$ cat config.mk
export PLATFORM = sky130hd
export DESIGN_NAME = btb_update_ctrl_flat
export DESIGN_NICKNAME = d
export VERILOG_FILES = /design/src/rtl/btb_update_ctrl_if.sv /design/src/rtl/btb_update_ctrl.sv /design/src/flat_wrapper.sv
export SDC_FILE = /design/constraint.sdc
export NUM_CORES = 1
export LEC_CHECK = 0
export BUFFER_PORTS_ARGS = -buffer_cell sky130_fd_sc_hd__buf_2
export CORE_UTILIZATION = 55
export CTS_CLUSTER_SIZE = 14
export DETAILED_ROUTE_END_ITERATION = 10
export PLACE_DENSITY = 0.83
export SLEW_MARGIN = 30
export SYNTH_ARGS = -nofsm -noshare
export SYNTH_HDL_FRONTEND = slang
export SYNTH_SLANG_ARGS = --single-unit
$ cat constraint.sdc
create_clock -name i_clk -period 43.3 [get_ports i_clk]
set_input_delay 6.495 -clock i_clk [delete_from_list [all_inputs] [get_ports i_clk]]
set_output_delay 6.495 -clock i_clk [all_outputs]
set_load 0.05 [all_outputs]
$ cat src/rtl/btb_update_ctrl_if.sv
// btb_update_ctrl_if: fetch capture, resolution and BTB write/redirect bundle
// for btb_update_ctrl. Optional BTB_UPD_STATS_EN adds the statistics outputs.
interface btb_update_ctrl_if #(
  parameter int ADDR_WIDTH  = 64,
  parameter int BIA_WIDTH   = 60,
  parameter int INDEX_WIDTH = 2,
  parameter int N           = 4
);
  localparam int WAY_W = (N > 1) ? $clog2(N) : 1;

  // fetch-side lookup capture
  logic                   i_fetch_valid;
  logic                   i_stall_fetch;
  logic [ADDR_WIDTH-1:0]  i_fetch_pc;
  logic                   i_btb_hit;
  logic [WAY_W-1:0]       i_btb_way;
  logic [ADDR_WIDTH-1:0]  i_btb_target;
  logic                   o_fetch_ready;
  // resolution
  logic                   i_res_valid;
  logic                   i_res_is_branch;
  logic                   i_res_taken;
  logic [ADDR_WIDTH-1:0]  i_res_target;
  logic                   i_flush;
  // BTB write port and redirect
  logic                   o_branch_taken;
  logic [ADDR_WIDTH-1:0]  o_target_addr;
  logic [WAY_W-1:0]       o_way_write;
  logic [BIA_WIDTH-1:0]   o_bia_write;
  logic [INDEX_WIDTH-1:0] o_index_write;
  logic                   o_mispredict;
  logic [ADDR_WIDTH-1:0]  o_redirect_pc;
  logic                   o_underflow;
`ifdef BTB_UPD_STATS_EN
  logic [31:0]            o_stat_branches;
  logic [31:0]            o_stat_mispredicts;
`endif

  modport master (
    output i_fetch_valid, i_stall_fetch, i_fetch_pc, i_btb_hit, i_btb_way, i_btb_target,
    output i_res_valid, i_res_is_branch, i_res_taken, i_res_target, i_flush,
    input  o_fetch_ready, o_branch_taken, o_target_addr, o_way_write, o_bia_write,
    input  o_index_write, o_mispredict, o_redirect_pc, o_underflow
`ifdef BTB_UPD_STATS_EN
    , input o_stat_branches, o_stat_mispredicts
`endif
  );

  modport slave (
    input  i_fetch_valid, i_stall_fetch, i_fetch_pc, i_btb_hit, i_btb_way, i_btb_target,
    input  i_res_valid, i_res_is_branch, i_res_taken, i_res_target, i_flush,
    output o_fetch_ready, o_branch_taken, o_target_addr, o_way_write, o_bia_write,
    output o_index_write, o_mispredict, o_redirect_pc, o_underflow
`ifdef BTB_UPD_STATS_EN
    , output o_stat_branches, o_stat_mispredicts
`endif
  );
endinterface

$ cat src/rtl/btb_update_ctrl.sv
// btb_update_ctrl: in-order queue of fetch-time BTB lookups; at resolution the
// oldest entry is checked against the real outcome, producing a registered BTB
// write and a registered redirect. Mispredict or external flush empties the queue.
// Optional feature macro: BTB_UPD_STATS_EN (saturating branch/mispredict counters).
module btb_update_ctrl #(
  parameter int ADDR_WIDTH  = 64,
  parameter int BIA_WIDTH   = 60,
  parameter int INDEX_WIDTH = 2,
  parameter int N           = 4,
  parameter int DEPTH       = 4
) (
  input logic               i_clk,
  input logic               i_arst,
  btb_update_ctrl_if.slave  bus
);
  localparam int PTR_W   = $clog2(DEPTH);
  localparam int CNT_W   = PTR_W + 1;
  localparam int TAG_LSB = ADDR_WIDTH - BIA_WIDTH;
  localparam int IDX_LSB = TAG_LSB - INDEX_WIDTH;
  localparam int WAY_W   = (N > 1) ? $clog2(N) : 1;

  logic [ADDR_WIDTH-1:0]  pc_mem_r  [DEPTH];
  logic [ADDR_WIDTH-1:0]  tgt_mem_r [DEPTH];
  logic [WAY_W-1:0]       way_mem_r [DEPTH];
  logic [DEPTH-1:0]       hit_mem_r;

  logic [PTR_W-1:0]       head_r, tail_r;
  logic [CNT_W-1:0]       count_r;
  logic                   fetch_ready_r;
  logic                   branch_taken_r;
  logic [ADDR_WIDTH-1:0]  target_addr_r;
  logic [WAY_W-1:0]       way_write_r;
  logic [BIA_WIDTH-1:0]   bia_write_r;
  logic [INDEX_WIDTH-1:0] index_write_r;
  logic                   mispredict_r;
  logic [ADDR_WIDTH-1:0]  redirect_pc_r;
  logic                   underflow_r;

  logic                   push_s, pop_s, actual_s, mis_s, flush_s;
  logic [ADDR_WIDTH-1:0]  head_pc_s, head_tgt_s, redirect_s;
  logic [PTR_W-1:0]       head_nxt_s, tail_nxt_s;
  logic [CNT_W-1:0]       count_nxt_s;

  // queue control: push/pop qualification, prediction check, next pointers
  always_comb begin
    head_pc_s   = pc_mem_r[head_r];
    head_tgt_s  = tgt_mem_r[head_r];
    push_s      = bus.i_fetch_valid & ~bus.i_stall_fetch & fetch_ready_r;
    pop_s       = bus.i_res_valid & (count_r != '0);
    actual_s    = bus.i_res_is_branch & bus.i_res_taken;
    mis_s       = pop_s & ((hit_mem_r[head_r] != actual_s) |
                           (hit_mem_r[head_r] & actual_s & (bus.i_res_target != head_tgt_s)));
    flush_s     = bus.i_flush | mis_s;
    redirect_s  = bus.i_res_taken ? bus.i_res_target : (head_pc_s + ADDR_WIDTH'(3'd4));
    head_nxt_s  = head_r;
    tail_nxt_s  = tail_r;
    count_nxt_s = count_r;
    if (flush_s) begin
      head_nxt_s  = '0;
      tail_nxt_s  = '0;
      count_nxt_s = '0;
    end else begin
      head_nxt_s  = head_r + PTR_W'(pop_s);
      tail_nxt_s  = tail_r + PTR_W'(push_s);
      count_nxt_s = count_r + CNT_W'(push_s) - CNT_W'(pop_s);
    end
  end

  // queue pointers, occupancy and fetch-ready flag
  always_ff @(posedge i_clk) begin
    if (i_arst) begin
      head_r        <= '0;
      tail_r        <= '0;
      count_r       <= '0;
      fetch_ready_r <= 1'b1;
    end else begin
      head_r        <= head_nxt_s;
      tail_r        <= tail_nxt_s;
      count_r       <= count_nxt_s;
      fetch_ready_r <= (count_nxt_s != CNT_W'(DEPTH));
    end
  end

  // entry storage; contents are only meaningful below count, so no reset needed
  always_ff @(posedge i_clk) begin
    if (push_s && !flush_s && !i_arst) begin
      pc_mem_r[tail_r]  <= bus.i_fetch_pc;
      tgt_mem_r[tail_r] <= bus.i_btb_target;
      way_mem_r[tail_r] <= bus.i_btb_way;
      hit_mem_r[tail_r] <= bus.i_btb_hit;
    end
  end

  // registered BTB write, redirect pulse and sticky underflow
  always_ff @(posedge i_clk) begin
    if (i_arst) begin
      branch_taken_r <= 1'b0;
      target_addr_r  <= '0;
      way_write_r    <= '0;
      bia_write_r    <= '0;
      index_write_r  <= '0;
      mispredict_r   <= 1'b0;
      redirect_pc_r  <= '0;
      underflow_r    <= 1'b0;
    end else begin
      branch_taken_r <= pop_s & actual_s;
      mispredict_r   <= mis_s;
      if (pop_s && actual_s) begin
        target_addr_r <= bus.i_res_target;
        way_write_r   <= way_mem_r[head_r];
        bia_write_r   <= head_pc_s[ADDR_WIDTH-1:TAG_LSB];
        index_write_r <= head_pc_s[TAG_LSB-1:IDX_LSB];
      end
      if (pop_s) begin
        redirect_pc_r <= redirect_s;
      end
      if (bus.i_res_valid && (count_r == '0)) begin
        underflow_r <= 1'b1;
      end
    end
  end

  assign bus.o_fetch_ready  = fetch_ready_r;
  assign bus.o_branch_taken = branch_taken_r;
  assign bus.o_target_addr  = target_addr_r;
  assign bus.o_way_write    = way_write_r;
  assign bus.o_bia_write    = bia_write_r;
  assign bus.o_index_write  = index_write_r;
  assign bus.o_mispredict   = mispredict_r;
  assign bus.o_redirect_pc  = redirect_pc_r;
  assign bus.o_underflow    = underflow_r;

`ifdef BTB_UPD_STATS_EN
  logic [31:0] stat_br_r, stat_mis_r;

  // saturating counters of resolved branches and mispredicting pops
  always_ff @(posedge i_clk) begin
    if (i_arst) begin
      stat_br_r  <= 32'd0;
      stat_mis_r <= 32'd0;
    end else begin
      if (pop_s && bus.i_res_is_branch && (stat_br_r != 32'hFFFF_FFFF)) begin
        stat_br_r <= stat_br_r + 32'd1;
      end
      if (mis_s && (stat_mis_r != 32'hFFFF_FFFF)) begin
        stat_mis_r <= stat_mis_r + 32'd1;
      end
    end
  end

  assign bus.o_stat_branches    = stat_br_r;
  assign bus.o_stat_mispredicts = stat_mis_r;
`endif
endmodule

$ cat src/flat_wrapper.sv
// flat-port wrapper written by rule: the top's interface ports become plain ports
module btb_update_ctrl_flat 
#(
  parameter int ADDR_WIDTH  = 64,
  parameter int BIA_WIDTH   = 60,
  parameter int INDEX_WIDTH = 2,
  parameter int N           = 4,
  parameter int DEPTH       = 4
)
  (i_clk, i_arst, bus_i_fetch_valid, bus_i_stall_fetch, bus_i_fetch_pc, bus_i_btb_hit, bus_i_btb_way, bus_i_btb_target, bus_i_res_valid, bus_i_res_is_branch, bus_i_res_taken, bus_i_res_target, bus_i_flush, bus_o_fetch_ready, bus_o_branch_taken, bus_o_target_addr, bus_o_way_write, bus_o_bia_write, bus_o_index_write, bus_o_mispredict, bus_o_redirect_pc, bus_o_underflow);
  btb_update_ctrl_if #(.ADDR_WIDTH(ADDR_WIDTH), .BIA_WIDTH(BIA_WIDTH), .INDEX_WIDTH(INDEX_WIDTH), .N(N)) bus_i ();
  input logic i_clk;
  input logic i_arst;
  input wire logic [$bits(bus_i.i_fetch_valid)-1:0] bus_i_fetch_valid;
  input wire logic [$bits(bus_i.i_stall_fetch)-1:0] bus_i_stall_fetch;
  input wire logic [$bits(bus_i.i_fetch_pc)-1:0] bus_i_fetch_pc;
  input wire logic [$bits(bus_i.i_btb_hit)-1:0] bus_i_btb_hit;
  input wire logic [$bits(bus_i.i_btb_way)-1:0] bus_i_btb_way;
  input wire logic [$bits(bus_i.i_btb_target)-1:0] bus_i_btb_target;
  input wire logic [$bits(bus_i.i_res_valid)-1:0] bus_i_res_valid;
  input wire logic [$bits(bus_i.i_res_is_branch)-1:0] bus_i_res_is_branch;
  input wire logic [$bits(bus_i.i_res_taken)-1:0] bus_i_res_taken;
  input wire logic [$bits(bus_i.i_res_target)-1:0] bus_i_res_target;
  input wire logic [$bits(bus_i.i_flush)-1:0] bus_i_flush;
  output wire logic [$bits(bus_i.o_fetch_ready)-1:0] bus_o_fetch_ready;
  output wire logic [$bits(bus_i.o_branch_taken)-1:0] bus_o_branch_taken;
  output wire logic [$bits(bus_i.o_target_addr)-1:0] bus_o_target_addr;
  output wire logic [$bits(bus_i.o_way_write)-1:0] bus_o_way_write;
  output wire logic [$bits(bus_i.o_bia_write)-1:0] bus_o_bia_write;
  output wire logic [$bits(bus_i.o_index_write)-1:0] bus_o_index_write;
  output wire logic [$bits(bus_i.o_mispredict)-1:0] bus_o_mispredict;
  output wire logic [$bits(bus_i.o_redirect_pc)-1:0] bus_o_redirect_pc;
  output wire logic [$bits(bus_i.o_underflow)-1:0] bus_o_underflow;
  assign bus_i.i_fetch_valid = bus_i_fetch_valid;
  assign bus_i.i_stall_fetch = bus_i_stall_fetch;
  assign bus_i.i_fetch_pc = bus_i_fetch_pc;
  assign bus_i.i_btb_hit = bus_i_btb_hit;
  assign bus_i.i_btb_way = bus_i_btb_way;
  assign bus_i.i_btb_target = bus_i_btb_target;
  assign bus_i.i_res_valid = bus_i_res_valid;
  assign bus_i.i_res_is_branch = bus_i_res_is_branch;
  assign bus_i.i_res_taken = bus_i_res_taken;
  assign bus_i.i_res_target = bus_i_res_target;
  assign bus_i.i_flush = bus_i_flush;
  assign bus_o_fetch_ready = bus_i.o_fetch_ready;
  assign bus_o_branch_taken = bus_i.o_branch_taken;
  assign bus_o_target_addr = bus_i.o_target_addr;
  assign bus_o_way_write = bus_i.o_way_write;
  assign bus_o_bia_write = bus_i.o_bia_write;
  assign bus_o_index_write = bus_i.o_index_write;
  assign bus_o_mispredict = bus_i.o_mispredict;
  assign bus_o_redirect_pc = bus_i.o_redirect_pc;
  assign bus_o_underflow = bus_i.o_underflow;
  btb_update_ctrl #(.ADDR_WIDTH(ADDR_WIDTH), .BIA_WIDTH(BIA_WIDTH), .INDEX_WIDTH(INDEX_WIDTH), .N(N), .DEPTH(DEPTH)) u_core (.i_clk(i_clk), .i_arst(i_arst), .bus(bus_i));
endmodule
==> qor.csv <==
stage,metric,value,unit
run_status,status,completed,
worst_hold_path,hp-class,register to register,
setup_path,start_kind,input port,
timing,rsz0062_at_grt,false,
logic_synthesis,yosysTopAreaCellShare,0.551,
flow_run,max-cap-violations,0,
detailed_routing,vias_per_cell,6.07,
floorplanning,ios,399,
timing,fin_crit,9750,ps
logic_synthesis,ys_warn_count,0,
logic_synthesis,synth-edff-count,524,
floorplanning,fp.dieArea,0.0528,mm²
floorplanning,die_w,230,µm
floorplanning,core_area,0.0513,mm²
setup_path,cp.arrival,9980,ps
floorplanning,fp.dieH,230,µm
clock_network,htree_levels,3,
floorplanning,start_util,0.556,
floorplanning,num_rows,83,
placement,place_ws,33050,ps
clock_network,cts.path.max_buffers,3,
cells_and_area,multi_input_area,0.00807,mm²
power_and_ir_drop,power.leakage,11.4,nW
global_routing,grtUsageTotal,0.310,
timing,worst_slack,33550,ps
clock_network,postCtsHoldBufs,0,
clock_network,cts_tree,yes,
cells_and_area,drive_gt1_frac,0.285,
cells_and_area,area_growth,16.9,%
global_routing,grt_pass1_wl,119000,µm
logic_synthesis,synth_area_leaders,"edfxtp_1 (55%), dfxtp_1 (14%), mux4_2 (10%), nand2_1 (4.5%), xnor2_1 (3.3%)",
clock_network,clock_latency,620,ps
timing,fin_skew,27.7,ps
detailed_routing,drc_errors,0,
setup_path,cp_max_fo,53,
logic_synthesis,ys_seq_area_frac,0.694,
clock_network,cts_resized,0,
clock_network,postCtsSetupBuffers,0,
logic_synthesis,syn-num-nets,2148,
global_routing,antenna_found_initial,33,
logic_synthesis,synth_area,0.0285,mm²
global_routing,grt_pass1_vias,18400,
timing,clock.fmax,103,MHz
timing,slew-limit-headroom,0.344,
clock_network,clock-sinks,727,
setup_path,path_class,input port to register,
cells_and_area,finalNetCount,2525,
power_and_ir_drop,ir_drop,0.0000308,V
detailed_routing,vias,18700,
cells_and_area,seq_area,0.0198,mm²
detailed_routing,drtPass1Iterations,5,
logic_synthesis,synthCells,1938,
clock_network,root_buffer,clkbuf_16,
timing,hold_viol_final,0,
global_routing,grt_max_degree,107,
timing,fin_crit_sh,0.225,
detailed_routing,met2WireLength,40000,µm
logic_synthesis,synth-main-ff-cell,edfxtp_1,
timing,tightest_slew,984,ps
placement,gp_congestion,0.910,
detailed_routing,ant_nets,0,
logic_synthesis,netlist_top_cells_count,"edfxtp_1 (524), nand2_1 (343), dfxtp_1 (203), a21oi_1 (179), mux4_2 (131)",
detailed_routing,wl_per_cell,26.7,µm
placement,io_buffer_count,398,
timing,drv_slew,0,
global_routing,overflow,0,
clock_network,numCtsBuffers,72,
logic_synthesis,avgSynthCellArea,14.7,µm²
setup_path,crit_required,43530,ps
logic_synthesis,synth_most_common_cell,edfxtp_1,
power_and_ir_drop,p_per_area,44.2,mW/mm²
logic_synthesis,yosysUniqueCellTypes,47,
placement,hpwl,56500,µm
detailed_routing,first_iter_violations,2204,
cells_and_area,nFillCells,3609,
detailed_routing,routed_wl,82200,µm
timing,finalSetupTns,0,ps
detailed_routing,drt-met1-wl,29800,µm
logic_synthesis,async_flop_share,0,
power_and_ir_drop,power,1.48,mW
timing,finalSetupViolations,0,
clock_network,cts.clk_slew.worst_paths,60,ps
setup_path,endpoint_kind,register,
logic_synthesis,synth_seq_cells,727,
detailed_routing,top_layer,met5,
logic_synthesis,yosys.area.top_type,edfxtp_1,
detailed_routing,met3_length,8130,µm
==> critical path: stages <==
cell and delay [ps]:
buf_2 120, xnor2_1 340, nand4_1 250, nor4_1 510
nand4_1 290, a21o_1 310, a2111oi_2 450, buf_4 430
buf_4 710
==> flip-flops by register name (all words and copies together), names as in the netlist <==
name,cells
u_core.bus.o_bia_write,60
u_core.bus.o_branch_taken,1
u_core.bus.o_fetch_ready,1
u_core.bus.o_index_write,2
u_core.bus.o_mispredict,1
u_core.bus.o_redirect_pc,64
u_core.bus.o_target_addr,64
u_core.bus.o_underflow,1
u_core.bus.o_way_write,2
u_core.count_r,3
u_core.head_r,2
u_core.hit_mem_r,4
u_core.pc_mem_r,256
u_core.tail_r,2
u_core.tgt_mem_r,256
u_core.way_mem_r,8
==> final cells by class <==
cell class / instances / share of cell area
diodes: 23 / 0.00173
clock buffers: 112 / 0.0644
clock inverters: 21 / 0.00398
inverters: 29 / 0.00326
multi-input cells: 1064 / 0.242
flip-flops and latches: 727 / 0.594
well taps: 680 / 0.0255
repair buffers: 421 / 0.0654
==> kinds of logic after synthesis <==
group	after synthesis	share of synthesized area
and+or+nand+nor	537	0.0858
muxes	134	0.104
xor gates and xnor gates	127	0.0390
buffers and inverters	147	0.0251
adders and majority gates	7	0.00333
DFF	727	0.694
AOI/OAI and AO/OA	259	0.0487
==> per-layer routing <==
layer,vias up,GRT usage
li1,8028,-
met1,9294,0.392
met2,1136,0.502
met3,215,0.0775
met4,12,0.155
met5,-,0
==> layout by cell type (no fill, tap or decap), types with 4 or more instances in the layout <==
master     synthesis  final
clkinv_1           1      8
nand2b_1           9      8
xnor2_1          108    108
a211oi_1           5      5
ha_1               6      6
buf_6             12      4
o21ai_0           25     25
buf_4              5     20
o211ai_1           7      7
inv_1             28     27
or2_2              4      4
clkbuf_16          0     76
and3_1            24     24
mux4_2           131    131
xor2_1            19     19
clkbuf_8           0     11
a21oi_1          179    178
nand4_1           28     28
a31oi_1           14     14
edfxtp_1         524    524
nor2_1            25     25
diode_2            0     23
nor3_1            28     28
or3_1              4      4
nor4_2             7      8
buf_2              9    397
nor4_1            24     23
nand3_1           25     25
dfxtp_1          203    201
clkinv_2           0     10
clkbuf_1          87     25
o22ai_1           23     23
nand2_1          343    341
==> worst paths after layout <==
kind | start | to | slack (ps) | cells past startpoint
worst max-delay path | bus_i_res_target[10] | u_core.way_mem_r[3][0] | 33550 | 9
worst min-delay path | u_core.bus.o_bia_write[45] | u_core.bus.o_bia_write[45] | 450 | 2
worst max register to register | u_core.head_r[0] | u_core.way_mem_r[3][0] | 37100 | 11
worst min register to register | u_core.bus.o_bia_write[45] | u_core.bus.o_bia_write[45] | 450 | 2
==> metrics by stage <==
stage,cell area (µm²),instances,util,hold slack (ps)
floorplan,28500,1938,-,517
global placement,31000,2921,0.604,439
detailed placement,31000,2921,0.605,443
CTS,33300,3054,0.649,454
global route,33300,3067,0.650,470
finish,33400,3077,0.650,453
==> where the power goes <==
| group | total (mW) | internal (mW) | switching (mW) |
|---|---|---|---|
| Combinational | 0.110 | 0.0324 | 0.0779 |
| Sequential | 0.761 | 0.755 | 0.00572 |
| Clock | 0.604 | 0.348 | 0.257 |
Note: power is estimated with default switching activity, not from simulation.
